### config.mk
export PLATFORM = sky130hd
export DESIGN_NAME = hot_addr_pull
export DESIGN_NICKNAME = d
export VERILOG_FILES = /design/src/rtl/hot_addr_pkg.sv /design/src/rtl/hapb_line_unpacker.sv /design/src/rtl/hot_addr_pull.sv
export SDC_FILE = /design/constraint.sdc
export NUM_CORES = 2
export LEC_CHECK = 0
export ABC_AREA = 1
export CAP_MARGIN = 20
export CORE_AREA = 2 2 330 332
export CTS_CLUSTER_SIZE = 16
export DETAILED_ROUTE_END_ITERATION = 10
export DIE_AREA = 0 0 332 334
export GPL_TIMING_DRIVEN = 0
export PLACE_DENSITY = 0.72
export SLEW_MARGIN = 10
export SYNTH_ARGS = -nofsm -noshare
export SYNTH_HDL_FRONTEND = slang
export SYNTH_SLANG_ARGS = --single-unit
### constraint.sdc
create_clock -name axi4_mm_clk -period 25.7 [get_ports axi4_mm_clk]
set_input_delay 3.855 -clock axi4_mm_clk [delete_from_list [all_inputs] [get_ports axi4_mm_clk]]
set_output_delay 3.855 -clock axi4_mm_clk [all_outputs]
set_load 0.005 [all_outputs]
### src/rtl/hot_addr_pkg.sv
// Shared constants, state encoding and sizing for the HAPB reader.
package hot_addr_pkg;

  localparam int HAPB_SIZE       = 65536;
  localparam int HAPB_LINE_BYTES = 64;
  localparam int HAPB_LINES      = HAPB_SIZE / HAPB_LINE_BYTES;
  localparam int LINE_SHIFT      = $clog2(HAPB_LINE_BYTES);
  localparam int RD_OFF_W        = $clog2(HAPB_LINES);
  localparam int PFN_W           = 32;
  localparam int PFNS_PER_LINE   = 16;
  localparam int IDX_W           = $clog2(PFNS_PER_LINE);
  localparam int LINE_W          = PFN_W * PFNS_PER_LINE;

  localparam logic [1:0] RRESP_OKAY = 2'b00;

  typedef enum logic [1:0] {
    IDLE,
    AR,
    R,
    DRAIN
  } hapb_rd_state_e;

endpackage

### src/rtl/hapb_line_unpacker.sv
// Holds one 512-bit HAPB line and serializes it into registered 32-bit PFNs.
// HOT_ADDR_PULL_ZERO_SKIP_EN: zero entries take a cycle but never raise pfn_valid.
module hapb_line_unpacker
  import hot_addr_pkg::*;
(
  input  logic              clk_i,
  input  logic              rst_i,
  input  logic              clear_i,
  input  logic              load_i,
  input  logic [LINE_W-1:0] line_i,
  input  logic              pfn_ready_i,
  output logic              pfn_valid_o,
  output logic [PFN_W-1:0]  pfn_o,
  output logic              done_o
);

`ifdef HOT_ADDR_PULL_ZERO_SKIP_EN
  localparam bit ZERO_SKIP = 1'b1;
`else
  localparam bit ZERO_SKIP = 1'b0;
`endif

  logic [PFNS_PER_LINE-1:0][PFN_W-1:0] line_q, line_d;
  logic [IDX_W-1:0] idx_q, idx_d, idx_nxt;
  logic             active_q, active_d;
  logic             pfn_valid_q, pfn_valid_d;
  logic [PFN_W-1:0] pfn_q, pfn_d;
  logic             advance;

  function automatic logic keep_entry(input logic [PFN_W-1:0] e);
    return !ZERO_SKIP || (e != '0);
  endfunction

  // A skipped entry (pfn_valid low) moves on without waiting for ready.
  always_comb begin
    line_d      = line_q;
    idx_d       = idx_q;
    active_d    = active_q;
    pfn_valid_d = pfn_valid_q;
    pfn_d       = pfn_q;
    done_o      = 1'b0;
    idx_nxt     = idx_q + IDX_W'(1);
    advance     = active_q && (!pfn_valid_q || pfn_ready_i);
    if (clear_i) begin
      active_d    = 1'b0;
      pfn_valid_d = 1'b0;
      pfn_d       = '0;
      idx_d       = '0;
    end else if (load_i) begin
      line_d      = line_i;
      idx_d       = '0;
      active_d    = 1'b1;
      pfn_d       = line_i[PFN_W-1:0];
      pfn_valid_d = keep_entry(line_i[PFN_W-1:0]);
    end else if (advance) begin
      if (idx_q == IDX_W'(PFNS_PER_LINE - 1)) begin
        done_o      = 1'b1;
        active_d    = 1'b0;
        pfn_valid_d = 1'b0;
      end else begin
        idx_d       = idx_nxt;
        pfn_d       = line_q[idx_nxt];
        pfn_valid_d = keep_entry(line_q[idx_nxt]);
      end
    end
  end

  always_ff @(posedge clk_i or posedge rst_i) begin
    if (rst_i) begin
      line_q      <= '0;
      idx_q       <= '0;
      active_q    <= 1'b0;
      pfn_valid_q <= 1'b0;
      pfn_q       <= '0;
    end else begin
      line_q      <= line_d;
      idx_q       <= idx_d;
      active_q    <= active_d;
      pfn_valid_q <= pfn_valid_d;
      pfn_q       <= pfn_d;
    end
  end

  assign pfn_valid_o = pfn_valid_q;
  assign pfn_o       = pfn_q;

endmodule

### src/rtl/hot_addr_pull.sv
// HAPB ring consumer: fetches one line at a time over AXI4 read and streams its PFNs.
// Zero-entry skipping is built in when HOT_ADDR_PULL_ZERO_SKIP_EN is defined.
module hot_addr_pull
  import hot_addr_pkg::*;
(
  input  logic              axi4_mm_clk,
  input  logic              axi4_mm_rst,
  input  logic [63:0]       hapb_base,
  input  logic [63:0]       hapb_wr_count,
  output logic [63:0]       hapb_rd_count,
  output logic              overrun,
  output logic [15:0]       rd_err_cnt,
  output logic [11:0]       hapb_arid,
  output logic [63:0]       hapb_araddr,
  output logic [5:0]        hapb_aruser,
  input  logic [5:0]        csr_aruser,
  output logic              hapb_arvalid,
  input  logic              hapb_arready,
  input  logic [LINE_W-1:0] hapb_rdata,
  input  logic [1:0]        hapb_rresp,
  input  logic              hapb_rlast,
  input  logic              hapb_rvalid,
  output logic              hapb_rready,
  output logic              pfn_valid,
  output logic [PFN_W-1:0]  pfn,
  input  logic              pfn_ready
);

  hapb_rd_state_e        state_q, state_d;
  logic [RD_OFF_W-1:0]   rd_off_q, rd_off_d;
  logic [63:0]           rd_count_q, rd_count_d;
  logic                  overrun_q, overrun_d;
  logic [15:0]           err_cnt_q, err_cnt_d;
  logic [63:0]           araddr_q, araddr_d;
  logic                  arvalid_q, arvalid_d;
  logic                  enabled, load, done;
  logic                  unused_rlast;

  assign enabled      = hapb_base != '0;
  assign unused_rlast = hapb_rlast;

  always_comb begin
    state_d    = state_q;
    rd_off_d   = rd_off_q;
    rd_count_d = rd_count_q;
    err_cnt_d  = err_cnt_q;
    araddr_d   = araddr_q;
    arvalid_d  = arvalid_q;
    load       = 1'b0;
    // Wrapping subtraction keeps the lap test correct across counter rollover.
    overrun_d  = overrun_q | ((hapb_wr_count - rd_count_q) > 64'(HAPB_LINES));
    if (!enabled) begin
      state_d    = IDLE;
      rd_off_d   = '0;
      rd_count_d = '0;
      overrun_d  = 1'b0;
      err_cnt_d  = '0;
      arvalid_d  = 1'b0;
    end else begin
      unique case (state_q)
        IDLE: if (rd_count_q != hapb_wr_count) begin
          state_d   = AR;
          arvalid_d = 1'b1;
          araddr_d  = hapb_base + (64'(rd_off_q) << LINE_SHIFT);
        end
        AR: if (hapb_arready) begin
          state_d   = R;
          arvalid_d = 1'b0;
        end
        R: if (hapb_rvalid) begin
          if (hapb_rresp == RRESP_OKAY) begin
            load    = 1'b1;
            state_d = DRAIN;
          end else begin
            if (err_cnt_q != '1) err_cnt_d = err_cnt_q + 16'd1;
            rd_off_d   = rd_off_q + RD_OFF_W'(1);
            rd_count_d = rd_count_q + 64'd1;
            state_d    = IDLE;
          end
        end
        DRAIN: if (done) begin
          rd_off_d   = rd_off_q + RD_OFF_W'(1);
          rd_count_d = rd_count_q + 64'd1;
          state_d    = IDLE;
        end
        default: state_d = IDLE;
      endcase
    end
  end

  always_ff @(posedge axi4_mm_clk or posedge axi4_mm_rst) begin
    if (axi4_mm_rst) begin
      state_q    <= IDLE;
      rd_off_q   <= '0;
      rd_count_q <= '0;
      overrun_q  <= 1'b0;
      err_cnt_q  <= '0;
      araddr_q   <= '0;
      arvalid_q  <= 1'b0;
    end else begin
      state_q    <= state_d;
      rd_off_q   <= rd_off_d;
      rd_count_q <= rd_count_d;
      overrun_q  <= overrun_d;
      err_cnt_q  <= err_cnt_d;
      araddr_q   <= araddr_d;
      arvalid_q  <= arvalid_d;
    end
  end

  hapb_line_unpacker u_unpacker (
    .clk_i       (axi4_mm_clk),
    .rst_i       (axi4_mm_rst),
    .clear_i     (!enabled),
    .load_i      (load),
    .line_i      (hapb_rdata),
    .pfn_ready_i (pfn_ready),
    .pfn_valid_o (pfn_valid),
    .pfn_o       (pfn),
    .done_o      (done)
  );

  // A beat arriving while disabled is still accepted in R and simply dropped.
  assign hapb_rready   = (state_q == R);
  assign hapb_arvalid  = arvalid_q;
  assign hapb_araddr   = araddr_q;
  assign hapb_arid     = '0;
  assign hapb_aruser   = csr_aruser;
  assign hapb_rd_count = rd_count_q;
  assign overrun       = overrun_q;
  assign rd_err_cnt    = err_cnt_q;

endmodule

# Word level (Yosys, flattened, before mapping)
# Cells that the tools add are included.
[totals] ff_bits=708 out_inout_bits=198 inputBits=654
[classes] muxes=53 n_addsub=6 bitwise_logic=1 magnitude_cmp=2 reduce_logical=14 n_eq_ne=20
[ops] cell="2-to-1 mux 64 bit" count=4
[ops] cell="2-to-1 mux 32 bit" count=5
[ops] cell="binary-select mux 32 bit (select 4 bit)" count=1
[ops] cell="one-hot mux 64 bit (2 select lines)" count=1
[ops] cell="2-to-1 mux 16 bit" count=5
[ops] cell="adder 64 x 1 -> 64 bit, second input constant" count=1
[ops] cell="adder 64 x 16 -> 64 bit" count=1
[ops] cell="greater-than comparator 64 x 11 -> 1 bit, second input constant" count=1
[ops] cell="!= test 64 bit" count=1
[ops] cell="nonzero test 64 bit" count=1
[ops] cell="subtractor 64 bit" count=1
[ops] cell="2-to-1 mux 10 bit" count=4
[ops] cell="2-to-1 mux 1 bit" count=20
[ops] cell="one-hot mux 10 bit (2 select lines)" count=1
[ops] cell="!= test 3 bit, second input constant" count=6
[ops] cell="adder 16 x 1 -> 16 bit, second input constant" count=1
[ops] cell="2-to-1 mux 4 bit" count=4
[ops] cell="!= test 16 bit, second input constant" count=1
[ops] cell="2-to-1 mux 2 bit" count=6
[ops] cell="AND reduction 4 bit" count=3
[ops] cell="adder 10 x 1 -> 10 bit, second input constant" count=1
[ops] cell="!= test 3 x 1 -> 1 bit, second input constant" count=3
[ops] cell="one-hot mux 2 bit (4 select lines)" count=1
[ops] cell="!= test 2 bit, second input constant" count=3
[ops] cell="other kinds (15)" count=20

# Depth between registers and ports, before layout
[depth] word_depth=10 ltp_mapped=22 depth_no_buf=22

# By module
# Synthesis repeated with hierarchy kept, for this count alone.
[hier_totals] cells_unflattened=5986 area_unflattened_um2=41692.5
[by_module_without_submodules] module="hapb_line_unpacker" cells_each=3222 instances=1 area_per_inst_um2=25254.2
[by_module_without_submodules] module="hot_addr_pull" cells_each=2764 instances=1 area_per_inst_um2=16438.3

# Worst setup path before layout
# No wires, ideal clock.
[synth_timing] path_kind="input to output" startpoint="input port csr_aruser[0]" endpoint="output port hapb_aruser[0]" cell_stages=1 path_slack_ns=17.879 required_time_ns=21.845 n_path_buf=1 t_arrival_ns=3.966 cell_sequence="buf_4"
[synth_lines] element="start: declaration" line="hot_addr_pull.sv:16" text="input logic [5:0] csr_aruser,"
[synth_lines] element="end: declaration" line="hot_addr_pull.sv:15" text="output logic [5:0] hapb_aruser,"
# No word-level cell between the ends.

# Final worst setup path
[layout_timing] startpoint="input port csr_aruser[3]" endpoint="output port hapb_aruser[3]"
# No word-level cell between the ends.

==> metrics <==
f_max=~120 MHz; Chip Height=about 330 µm; layout cells sized above 1=0.0451; Main synth FF type=dfrtp_1; CP peak stage delay=0.53 ns; Synthesis Warnings=0; antenna viol nets, final=0; clock sinks=708; cts bufs inserted=81; drt total wl=231 mm; RSZ-0062 raised after global routing=false; final setup violation count=0; IO Count=852; first-pass GRT wire length=roughly 320 mm; Port Buffers=832; CP top delay family=buffers and inverters; internal power=3.44 mW; crit start category=primary input; Die ar.=between 100000 and 150000 µm²; Avg Inst Size Synth=around 7 µm²; Clk network pwr share=0.193; PD cells=119 nW/µm²; Post-Route Setup TNS=0 ns; MaxCap Viol Count=0; initial antenna violation count=42; Core ar.=108000 µm²; chip width=332 µm; xor/xnor cell area share of the yosys netlist=0.0179; Reg clk slew, reported paths=0.06 ns; Root Buffer=clkbuf_16; vias in the first global route=between 40000 and 50000; DR pass1 iterations=6; status=complete, no violations; Critical Path RT=21.84 ns; Final Net Count=slightly below 8000; Psw=3.16 mW; Syn Std Cell Area=42000 µm²; count of final hold-check violations=0; worst-path maximum fanout=1; Final Critical Period=about 8.3 ns; WP buf/inv=2; CTS max path bufs=3; Critical Path End Type=output port; remaining routing DRC violations=0; Final Wtd Congestion=approximately 1.1; # hold bufs at CTS=0; Layout Skew=0.0459 ns; Sequential Power Share=0.297; hold crit path type=reg -> reg; Pins Over Slew Limit=0; Total GRT Usage=0.405; fillers=10800; via count=47200; Post-DP HPWL=192 mm; async set-reset flop share out of synthesis=1.00; Synth Area in Adders=0.0234; FP Rows=between 100 and 150; period utilization=0.324; leak pwr=26.4 nW; maximum VDD drop=0.0627 mV; Commonest cells post-synth=2316 x nand2_1, 721 x inv_1, 708 x dfrtp_1, 395 x o21ai_0, 361 x nor2_1; Synth area leaders=dfrtp_1 42%, nand2_1 21%, inv_1 6.4%, o21ai_0 4.7%, a21oi_1 3.4%; met1 usage=0.512; largest family of logic cells by synthesized area=simple AND/OR/NAND/NOR gates; synthesized flop and latch total=708; met2 usage=0.634; Arrival @ worst endpoint=4.47 ns; post-synthesis simple-gate area fraction=0.313; top cell type's share of synthesized area=0.422; WL/cell=27.2 µm; Crit-path slowest cell=clkdlybuf4s50_1; grt ovf=0; total power=roughly 6.6 mW; Gate Count Post-Synth=6055; Post-CTS Setup Inserts=0; drt first-iter violations=between 5000 and 6000; routed vias/inst=about 5.6; compound-cell area share of the yosys netlist=0.126; switch share=0.479; Comb pwr share=0.510; Yosys cell types=between 60 and 70; crit path kind=in -> out; worst slew pin tran=1.32 ns; area growth from synthesis to layout=31.6%; Initial Util=0.389; htree depth=3; CTS tree=yes; clk_lat worst skew=0.69 ns; Seq/Total Area, Yosys=0.422; Post-CTS Resized=0; largest net degree at the start of global routing=~120; Cell Area, Placed=52300 µm²; final instance area=about 55000 µm²; layer with the highest usage=met2; Slew HR=0.112; count leader, synth=nand2_1; worst-path cell chain=buf_4, clkdlybuf4s50_1; post-synthesis mux area share=0.000239; area leader, netlist=dfrtp_1; M3 GR Usage=0.0898; Post-synth EDFFs=0
==> logic make-up after synthesis <==
logic type | after synthesis
buf+inv | 1009
flops | 708
mux | 1
xor+xnor | 86
other cells | 1
compound gates | 942
fa+ha+maj | 78
simple gates | 3230
==> registers in the layout, summed over array words and instances (netlist names) <==
register and cells:
hapb_rd_count 64, overrun 1, rd_off_q 10, u_unpacker.idx_q 4, state_q 2, rd_err_cnt 16
u_unpacker.pfn_valid_o 1, u_unpacker.active_q 1, u_unpacker.pfn_o 32, u_unpacker.line_q 512, hapb_araddr 64, hapb_arvalid 1
==> power by group through the flow <==
stage | clock, mW | combinational, mW | sequential (mW)
detailed placement | 0 | 3.24 | 1.95
CTS | 1.27 | 3.26 | 1.94
global route | 1.31 | 3.58 | 1.99
finish | 1.27 | 3.37 | 1.96
global placement | 0 | 3.20 | 1.95
floorplan | 0 | 1.76 | 1.84
==> routing by layer <==
metal | vias to the layer above | part of all wire
met5 | - | 0.00083
met3 | 561 | 0.096
met2 | 2726 | 0.44
met1 | 22700 | 0.39
li1 | 21200 | -
met4 | 32 | 0.069
==> cells in the final DEF, fill, tap and decap left out, drive strengths merged, types with 8 or more instances in the layout <==
| master | count |
|---|---|
| a31oi | 57 |
| nor2 | 371 |
| or2 | 8 |
| o21bai | 26 |
| a211oi | 15 |
| diode | 29 |
| o21ai | 430 |
| inv | 733 |
| clkdlybuf4s50 | 832 |
| o211ai | 46 |
| dfrtp | 708 |
| a21oi | 288 |
| nor3 | 107 |
| nand4 | 89 |
| nand3b | 22 |
| bufinv | 10 |
| nor4 | 40 |
| nand3 | 264 |
| clkinv | 13 |
| nand2 | 2322 |
| clkbuf | 242 |
| xnor2 | 26 |
| xor2 | 60 |
| o311ai | 30 |
| buf | 160 |
| conb | 12 |
| o31ai | 39 |
| ha | 77 |
==> area by class of cell <==
cell class,instances,area [µm²],area share
Multi-Input combinational cell,4349,20200,0.367
Sequential cell,708,17700,0.321
Timing Repair Buffer,839,8500,0.154
Inverter,727,2740,0.0496
Clock buffer,113,2360,0.0427
Tap cell,1414,1770,0.0320
Buffer,282,1310,0.0237
Clock inverter,33,524,0.00949
Antenna cell,29,72.6,0.00131
==> stage by stage <==
stage          utilization  instances  hold slack, ns  setup WS (ns)
2_1_floorplan            -       6066           0.449           1.99
3_3_place_gp         0.483       8312           0.452          -7.03
3_5_place_dp         0.485       8318           0.459          17.39
4_1_cts              0.512       8464           0.472          17.39
5_1_grt              0.512       8471           0.497          17.39
6_report             0.512       8494           0.471          17.38
==> final timing paths <==
kind	slack (ns)	to	from	depth (start not counted)
worst min-delay path	0.47	hapb_araddr[34]$_DFFE_PP0P_	hapb_araddr[34]$_DFFE_PP0P_	2
min in group asynchronous	3.67	hapb_araddr[36]$_DFFE_PP0P_	axi4_mm_rst	2
worst min register to register	0.47	hapb_araddr[34]$_DFFE_PP0P_	hapb_araddr[34]$_DFFE_PP0P_	2
max in group asynchronous	20.42	u_unpacker.line_q[377]$_DFFE_PP0P_	axi4_mm_rst	4
worst max register to register	21.38	u_unpacker.pfn_o[13]$_DFFE_PP0P_	u_unpacker.idx_q[0]$_DFFE_PP0P_	9
worst max-delay path	17.38	hapb_aruser[3]	csr_aruser[3]	2
Note: power is estimated with default switching activity, not from simulation.
